==> src/rtl/op_trace_buffer.sv <==
// Trace capture buffer watching the main operational unit: an armed trigger records
// one operation (regime OFF -> active -> OFF) into a FIFO drained over valid/ready.
module op_trace_buffer #(
  parameter int DEPTH = 8,
  parameter int AW    = 3
) (
  input  logic          clk,
  input  logic          rst,
  input  logic [7:0]    y,
  input  logic [2:0]    s,
  input  logic          b,
  input  logic          active,
  input  logic [1:0]    regime,
  input  logic          arm,
  input  logic          clr,
  output logic [13:0]   out_data,
  output logic          out_valid,
  input  logic          out_ready,
  output logic [AW:0]   level,
  output logic [7:0]    drops,
  output logic          overflow,
  output logic          busy,
  output logic          done
);

  localparam logic [1:0] S_IDLE    = 2'd0;
  localparam logic [1:0] S_ARMED   = 2'd1;
  localparam logic [1:0] S_CAPTURE = 2'd2;
  localparam logic [1:0] S_DONE    = 2'd3;

  localparam logic [AW:0] FULL_LEVEL = (AW + 1)'(DEPTH);

  logic [1:0]    state;
  logic [1:0]    state_nx;
  logic [1:0]    regime_q;
  logic [13:0]   mem [DEPTH];
  logic [AW-1:0] wr_ptr;
  logic [AW-1:0] rd_ptr;

  logic start_ev;
  logic end_ev;
  logic capture;
  logic full;
  logic pop;
  logic push;
  logic drop;

  assign start_ev = (regime_q == 2'd0) && (regime != 2'd0);
  assign end_ev   = (regime_q != 2'd0) && (regime == 2'd0);

  // The end marker is a regime change, so CAPTURE's single rule already covers it.
  always_comb begin
    capture  = 1'b0;
    state_nx = state;
    case (state)
      S_IDLE:    if (arm) state_nx = S_ARMED;
      S_ARMED:   if (start_ev) begin
                   capture  = 1'b1;
                   state_nx = S_CAPTURE;
                 end
      S_CAPTURE: begin
                   capture = active || (regime != regime_q);
                   if (end_ev) state_nx = S_DONE;
                 end
      S_DONE:    if (arm) state_nx = S_ARMED;
      default:   state_nx = S_IDLE;
    endcase
  end

  assign full      = (level == FULL_LEVEL);
  assign out_valid = (level != '0);
  assign out_data  = mem[rd_ptr];
  assign pop       = out_valid && out_ready && !clr;
  // When full, a concurrent pop frees the slot the push overwrites.
  assign push      = capture && !clr && (!full || pop);
  assign drop      = capture && !clr && full && !pop;
  assign busy      = (state == S_ARMED) || (state == S_CAPTURE);
  assign done      = (state == S_DONE);

  always_ff @(posedge clk) begin
    if (push && !rst) mem[wr_ptr] <= {regime, b, s, y};
  end

  always_ff @(posedge clk) begin
    if (rst) begin
      state    <= S_IDLE;
      regime_q <= '0;
      wr_ptr   <= '0;
      rd_ptr   <= '0;
      level    <= '0;
      drops    <= '0;
      overflow <= 1'b0;
    end else begin
      regime_q <= regime;
      if (clr) begin
        state    <= S_IDLE;
        wr_ptr   <= '0;
        rd_ptr   <= '0;
        level    <= '0;
        drops    <= '0;
        overflow <= 1'b0;
      end else begin
        state <= state_nx;
        if (push) wr_ptr <= wr_ptr + 1'b1;
        if (pop)  rd_ptr <= rd_ptr + 1'b1;
        case ({push, pop})
          2'b10:   level <= level + 1'b1;
          2'b01:   level <= level - 1'b1;
          default: level <= level;
        endcase
        if (drop) begin
          overflow <= 1'b1;
          if (drops != 8'hFF) drops <= drops + 1'b1;
        end
      end
    end
  end

endmodule

==> config.mk <==
export PLATFORM = sky130hd
export DESIGN_NAME = op_trace_buffer
export DESIGN_NICKNAME = d
export VERILOG_FILES = /design/src/rtl/op_trace_buffer.sv
export SDC_FILE = /design/constraint.sdc
export NUM_CORES = 1
export LEC_CHECK = 0
export CORE_MARGIN = 2
export CORE_UTILIZATION = 45
export CTS_CLUSTER_SIZE = 8
export DETAILED_ROUTE_END_ITERATION = 6
export PLACE_DENSITY_LB_ADDON = 0.05
export SLEW_MARGIN = 40
export SYNTH_ARGS = -nofsm -noshare
export SYNTH_HDL_FRONTEND = slang
export SYNTH_SLANG_ARGS = --single-unit
==> constraint.sdc <==
create_clock -name clk -period 8.36 [get_ports clk]
set_input_delay 1.672 -clock clk [delete_from_list [all_inputs] [get_ports clk]]
set_output_delay 1.672 -clock clk [all_outputs]
set_load 0.01 [all_outputs]
* Yosys cells after proc, flatten, opt, wreduce, memory -nomap -nowiden *
Memory sizes are Yosys's and may differ from the RTL's. A register that Yosys moved wholly into a read port is not among the register bits.
Cells that the tools add are included.

operators by class
  reduce and logical (&&, ||, !) cells = 27
  eq/ne operators = 11
  multiplexer cells = 11
  add/sub/neg operators = 5

operators with widths
  cell                                                 number
  logical AND 1 bit                                    9
  adder 8 x 1 -> 8 bit, second input constant          1
  != test 8 bit, second input constant                 1
  one-hot mux 4 bit (2 select lines)                   1
  adder 3 x 1 -> 3 bit, second input constant          2
  equality test 2 bit, second input constant           3
  logical NOT 2 bit                                    3
  two-way mux 2 bit                                    3
  two-way mux 3 bit                                    2
  one-hot mux 2 bit (3 select lines)                   1
  nonzero test 2 bit                                   3
  adder 4 x 1 -> 4 bit, second input constant          1
  equality test 2 x 1 -> 1 bit, second input constant  2
  equality test 4 bit, second input constant           1
  logical NOT 1 bit                                    4
  != test 2 bit, second input constant                 2
  nonzero test 4 bit                                   1
  OR reduction 2 bit                                   2
  subtractor 4 x 1 -> 4 bit, second input constant     1
  logical OR 1 bit                                     3
  two-way mux 1 bit                                    3
  AND reduction 3 bit                                  1
  != test 2 x 1 -> 1 bit, second input constant        1
  != test 2 bit                                        1
  other kinds (2)                                      2

word-level totals
  memory bits (writable) = 112
  flip-flop bits (word level) = 23
  logic and storage cells = 62
  input bits = 20
  memories kept = 1

memory list
  memory  depth  bits a word  rd ports  clocked after memory_dff  wr ports  line  text
  mem     8      14           1         1                         1         36    logic [13:0] mem [DEPTH];

* Depth between registers and ports, before layout *
Gate-level depths: netlist of run 1.

  word-level depth = 9
  mapped depth = 11

* Worst setup path before layout of run 1 *
OpenSTA, ideal clock, no wires.

  path type = input port to flip-flop
  start = input clr
  end = memory mem[1][0], enable pin
  data required time = 7.939 ns
  setup time = 0.421 ns
  path slack = 4.054 ns
  arrival = 3.885 ns
  cell stages on the path = 5
  cell sequence = nor2_1 > nand4b_1 > a21oi_1 > nand2_1 > nor4_1

on the way
  longest elaborated chain between the ends = 7
  elaborated cells between the ends (all ways) = 8
  classes of those cells = mux: 2; reduce/logical: 6

ends and longest elaborated chain
  element                                      line    text
  start, declared                              15      input logic clr,
  logical NOT 1 bit (*)                        73, 75
  logical AND 1 bit                            73      assign pop = out_valid && out_ready && !clr;
  logical OR 1 bit                             75      assign push = capture && !clr && (!full || pop);
  logical AND 1 bit (*)                        75
  logical AND 1 bit (*)                        81      if (push && !rst) mem[wr_ptr] <= {regime, b, s, y};
  two-way mux 1 bit (*)                        81
  two-way mux 1 bit (not written as such) (*)  81
  end, declared                                36

Every way passes the cells marked *; elsewhere a longest branch is shown, timed or not.

==> impl_metrics.tcl, run 1 <==
set metrics [dict create \
    status "completed" \
    ys.flop_type "edfxtp_1" \
    period_minus_slack_ps 4216 \
    cap_violations 0 \
    die_h_um 115.4 \
    via_per_inst 5.292 \
    cts_hold_buf 0 \
    cts_tree "done" \
    core_region_area_um2 12060 \
    yosys_warnings 0 \
    diodes 0 \
    crit_chain "mux4_2 -> mux2_2 -> clkdlybuf4s50_1" \
    top_layer_used "met4" \
    p_leak_nw 2.216 \
    fin_nets 420 \
    worstPathArrival_ps 2540 \
    synth_compound_area_share_pct 4.862 \
    fillCellCount 956 \
    critical_path_class "flip-flop to output pin" \
    placementRows 40 \
    grt_max_degree 29 \
    synth_cells 324 \
    die-width_um 115.4 \
    finalClockSkew_ps 8.502 \
    syn_area_per_cell_um2 17.23 \
    async_flop_share_pct 0 \
    antenna_found_initial 0 \
    synthXorXnorAreaFrac_pct 1.098 \
    required_ps 6690 \
    fin_ws_ps 4144 \
    synth_seq_area_share_pct 69.55 \
    period_share_pct 50.44 \
    fmax_mhz 237.2 \
    vdd_drop_max_mv 0.1094 \
    synth_top_area_cell "edfxtp_1" \
    synth_common_cells "edfxtp_1, mux4_2, dfxtp_1" \
    syn_to_final_growth_pct 24.94 \
    crit_buf_inv 1 \
    finalSetupTns_ps 0 \
    post-place-ws_ps 3773 \
    hold_end "overflow$_SDFFE_PP0P_" \
    wl_met3_um 441 \
    yosys.area_share.adder_pct 2.151 \
    hpwl_um 6737 \
    cts.sinks 138 \
    grt_usage_pct 17.45 \
    synth_cell_type_count 50 \
    first_pass_iters 4 \
    overflow 0 \
    wl_met2_um 5155 \
    cts-resized-gates 0 \
    grt_pass1_wl_um 16750 \
    synth-edff-count 112 \
    holdCritStartpoint "overflow$_SDFFE_PP0P_" \
    gp_congestion 0.8093 \
    hold_depth 2 \
    cts_max_level 4 \
    worst_pin_slew_ps 765.6 \
    worstReg2RegEnd "mem[3][12]$_DFFE_PP_" \
    antenna_left 0 \
    slew_viol_final 0 \
    path_clk_slew_ps 60 \
    finalHoldViolCount 0 \
    cts_root_buf "clkbuf_16" \
    rsz0062_at_grt "no" \
    synth_seq_cells 138 \
    drive_gt1_share_pct 25.74 \
    critical_path.max_fanout 28 \
    portBuffers 49 \
    clock_path_buffers 2 \
    num_vias 3027 \
    cp.depth 3 \
    clkLatencyLatePin_ps 410 \
    syn_area_um2 5584 \
    crit_slowest_cell "dfxtp_4" \
    rr_startpoint "state[0]$_SDFFE_PP0P_" \
    post-cts-setup-buffers 0 \
    start_kind "flip-flop" \
    drc 0 \
    die_area_um2 13320 \
    pin_count 50 \
    wl_per_cell_um 18.36 \
    synth_top_family_by_area "multiplexers" \
    hp-class "flip-flop to flip-flop" \
    synth.area.mux_share_pct 14.47 \
    timing.slew.headroom_pct 48.96 \
    slowest_delay_ps 730 \
    cts_buffers 17 \
    ys_top_cells_by_area "edfxtp_1, mux4_2, dfxtp_1" \
    first_iter_violations 122 \
    rrSetupSlack_ps 5370 \
    critPathTopFamily "multiplexers" \
    yosysMostFrequentCell "edfxtp_1" \
    synth_top_area_share_pct 60.23 \
    reg2reg_depth 8 \
    totalWireLength_um 10500 \
    powerDensity_nw_per_um2 222.4 \
    setup_viol 0 \
    syn-num-nets 353 \
    yosys.area_share.simple_pct 6.587 \
    drt-met1-wl_um 4697 \
    grt_pass1_vias 3207 \
    initial_core_util_pct 46.30 \
    cp-end-kind "output pin" \
]
-- flip-flops by register name (all words and copies together) (netlist names), named ones only --
| signal | flops |
|---|---|
| mem | 112 |
| regime_q | 2 |
| level | 4 |
| state | 2 |
| wr_ptr | 3 |
| overflow | 1 |
| drops | 8 |
| rd_ptr | 3 |
-- kinds of logic (layout without fill, tap and decap cells) --
family / Yosys count / in the layout
buffers and inverters: 17 / 97
AO/OA/AOI/OAI: 40 / 40
XOR/XNOR: 7 / 7
multiplexers: 44 / 44
adder cells (fa/ha/maj): 9 / 9
flip-flops: 138 / 138
AND/OR/NAND/NOR: 69 / 69
-- per-layer routing --
metal	up-vias	GRT usage (%)
met5	-	0
met3	16	5.271
li1	1435	-
met2	73	27.88
met4	0	6.827
met1	1503	22.56
-- worst max path at each step --
stage                           end  slack (ps)
6_report               out_data[13]        4140
4_1_cts                out_data[13]        4060
2_1_floorplan   mem[1][0]$_DFFE_PP_        4050
3_5_place_dp   mem[3][12]$_DFFE_PP_        3770
5_1_grt                out_data[13]        4020
3_3_place_gp    mem[0][2]$_DFFE_PP_        3740
-- placed cells by master, fill, tap and decap left out, types with 2 or more instances in the layout --
cell | netlist | layout
edfxtp_1 | 112 | 112
clkdlybuf4s50_1 | 0 | 49
mux4_2 | 28 | 28
dfxtp_1 | 26 | 23
nor2_1 | 19 | 19
clkbuf_16 | 0 | 17
a21oi_1 | 15 | 15
mux2_2 | 14 | 14
nand2_1 | 14 | 14
buf_4 | 1 | 9
ha_1 | 8 | 8
inv_1 | 6 | 6
xor2_1 | 6 | 6
nand3_1 | 6 | 6
o31ai_1 | 6 | 6
clkinvlp_4 | 0 | 6
o21ai_0 | 5 | 5
or4_1 | 4 | 4
bufinv_16 | 0 | 4
nand2b_1 | 3 | 3
nor3_2 | 0 | 3
clkinv_4 | 0 | 3
nand4_1 | 2 | 2
or2_2 | 2 | 2
or3_1 | 2 | 2
nor2b_1 | 2 | 2
nor3_1 | 5 | 2
a21o_1 | 2 | 2
mux2i_1 | 2 | 2
dfxtp_2 | 0 | 2
clkinv_2 | 0 | 2
-- report_power, final --
part	internal (W)	switching (W)
Clock	0.000498	0.000277
Sequential	0.000743	0.00000150
Combinational	0.0000145	0.0000177
-- layout make-up --
class	count	area (um2)	share of cell area, %
Timing Repair Buffer	58	558.0	7.999
Tap cell	168	210.2	3.013
Sequential cell	138	3890	55.76
Clock inverter	15	201.4	2.887
Multi-Input combinational cell	169	1665	23.87
Clock buffer	17	425.4	6.098
Inverter	7	26.28	0.3766
-- through the flow --
stage | instances | area (um2) | hold slack, ps | util, % | power, W
after floorplan | 324 | 5584 | 454.1 | - | 0.0007701
after global placement | 540 | 6337 | 454.7 | 52.54 | 0.0007910
after detailed placement | 540 | 6350 | 464.0 | 52.65 | 0.0007914
after CTS | 572 | 6977 | 482.5 | 57.84 | 0.001568
after global routing | 572 | 6977 | 534.5 | 57.84 | 0.001598
final | 572 | 6977 | 476.8 | 57.84 | 0.001552
-- worst reg2reg max path: stages, from the launching register on --
cell and delay [ps]:
dfxtp_1 380, inv_1 60, ha_1 340, nor2_1 270
nand4b_1 260, a21oi_1 310, nand2_1 180, nor2_1 570
buf_4 320
Note: power is estimated with default switching activity, not from simulation.
==> run 2: changes to the inputs <==
clock period = 3.95 ns   (was 8.36 ns; I/O delays follow)
==> run 2 against run 1 <==
Net effect: non-clock buffer count up 5; largest power group unchanged; core utilization up 0.15 points; largest cell class unchanged; hold slack better by 8.5 ps; design area up 0.25%; total power up 110%; sequential power up 110%; critical path type unchanged; routed wire length down 3.4%; first-iteration DRC count up 39%.
==> impl_metrics.tcl, run 2 (synthesized netlist as in run 1, its figures left out) <==
set metrics [dict create \
    critical_path_class "flip-flop to output pin" \
    intPower_w 0.002648 \
    cts_root_buf "clkbuf_16" \
    fillCellCount 944 \
    finalClockSkew_ps 5.423 \
    wl_met3_um 261 \
    worstReg2RegEnd "level[3]$_SDFFE_PP0P_" \
    powerDensity_nw_per_um2 465.2 \
    num_vias 3006 \
    cap_violations 0 \
    clock_path_buffers 2 \
    top_layer_used "met4" \
    fin_ws_ps 546.2 \
    die_h_um 115.4 \
    fmax_mhz 293.8 \
    diodes 0 \
    post-place-ws_ps 476.3 \
    worst_pin_slew_ps 616.1 \
    cts_max_level 4 \
    clkLatencyLatePin_ps 410 \
    finalHoldViolCount 0 \
    wl_per_cell_um 17.57 \
    multiInputGateArea_um2 1657 \
    drive_gt1_share_pct 25.92 \
    antenna_left 0 \
    required_ps 3160 \
    syn_to_final_growth_pct 25.25 \
    p_leak_nw 2.250 \
    grt_usage_pct 16.93 \
    worstPathArrival_ps 2610 \
    top_register "mem" \
    setup_viol 0 \
    path_clk_slew_ps 60 \
    vdd_drop_max_mv 0.3304 \
    antenna_found_initial 0 \
    period_share_pct 86.17 \
    cts_hold_buf 0 \
    wl_met2_um 4947 \
    sequentialPowerShare_pct 48.4 \
    fin_util_pct 57.99 \
    slew_viol_final 0 \
    via_per_inst 5.210 \
    die_area_um2 13320 \
    start_kind "flip-flop" \
    holdCritStartpoint "overflow$_SDFFE_PP0P_" \
    totalWireLength_um 10140 \
    timing.slew.headroom_pct 58.65 \
    pin_count 50 \
    p_sw_w 0.0006062 \
    rr_startpoint "state[0]$_SDFFE_PP0P_" \
    period_minus_slack_ps 3404 \
    die-width_um 115.4 \
    crit_chain "buf_12 -> mux4_2 -> mux2_2 -> clkdlybuf4s50_1" \
    hold_depth 2 \
    hpwl_um 6402 \
    grt_pass1_wl_um 16260 \
    final_common_cell "edfxtp_1" \
    drc 0 \
    critPathTopFamily "multiplexers" \
    largest_reg_flops 112 \
    seqCellArea_um2 3886 \
    reg2reg_depth 11 \
    cts_buffers 17 \
    gp_congestion 0.7972 \
    holdWs_ps 485.3 \
    cp-end-kind "output pin" \
    drt-met1-wl_um 4747 \
    placementRows 40 \
    combPwrFrac_pct 2.1 \
    finalSetupTns_ps 0 \
    fin_nets 425 \
    switching_share_pct 18.63 \
    hold_end "overflow$_SDFFE_PP0P_" \
    slowest_delay_ps 650 \
    cts.sinks 138 \
    reg_top3 "mem (112), drops (8), level (4)" \
    cts_tree "done" \
    first_pass_iters 5 \
    power.share.clock_pct 49.4 \
    grt_pass1_vias 3071 \
    critical_path.max_fanout 16 \
    grt_max_degree 22 \
    final_cell_mix "edfxtp_1, clkdlybuf4s50_1, mux4_2" \
    cts-resized-gates 0 \
    portBuffers 49 \
    first_iter_violations 169 \
    rrSetupSlack_ps 1260 \
    rsz0062_at_grt "no" \
    overflow 0 \
    initial_core_util_pct 46.30 \
    core_region_area_um2 12060 \
    status "completed" \
    power_w 0.003254 \
    crit_buf_inv 2 \
    post-cts-setup-buffers 0 \
    crit_slowest_cell "dfxtp_2" \
    hp-class "flip-flop to flip-flop" \
]
==> run 2: how the worst max path moves through the flow <==
stage	startpoint	depth (start not counted)	end
after CTS	flip-flop	4	out_data[13]
after floorplan	clr	5	mem[1][0]$_DFFE_PP_
after global placement	regime[1]	10	level[3]$_SDFFE_PP0P_
after detailed placement	regime[1]	10	level[3]$_SDFFE_PP0P_
after global routing	flip-flop	4	out_data[13]
final	flip-flop	4	out_data[13]
==> run 2: layout make-up <==
type	count	share of cell area (%)
Clock buffer	17	6.082
Tap cell	168	3.005
Inverter	7	0.3757
Multi-Input combinational cell	169	23.69
Clock inverter	15	2.594
Sequential cell	138	55.56
Timing Repair Buffer	63	8.694
==> run 2: metrics by stage <==
stage                     area, um2  cells
final                          6994    577
after global routing           6994    577
after detailed placement       6387    545
after global placement         6386    545
after CTS                      6994    577
after floorplan                5584    324
==> run 2: power groups by stage <==
stage	clock [W]	combinational (W)	sequential, W
after floorplan	0	0.0000238	0.00161
after global placement	0	0.0000682	0.00161
after detailed placement	0	0.0000696	0.00161
after CTS	0.00164	0.0000699	0.00158
after global routing	0.00171	0.0000760	0.00158
final	0.00161	0.0000692	0.00158
==> run 2: tightest hold or removal path: stages, from the launching register on <==
cell     delay (ps)
dfxtp_1         330
nor2_1           50
nor2_1           70
==> run 2: layer usage <==
layer  GRT usage, %  up-vias
met4          6.988        0
met5              0        -
met2          26.98       49
met1          22.21     1508
met3          4.481       14
li1               -     1435
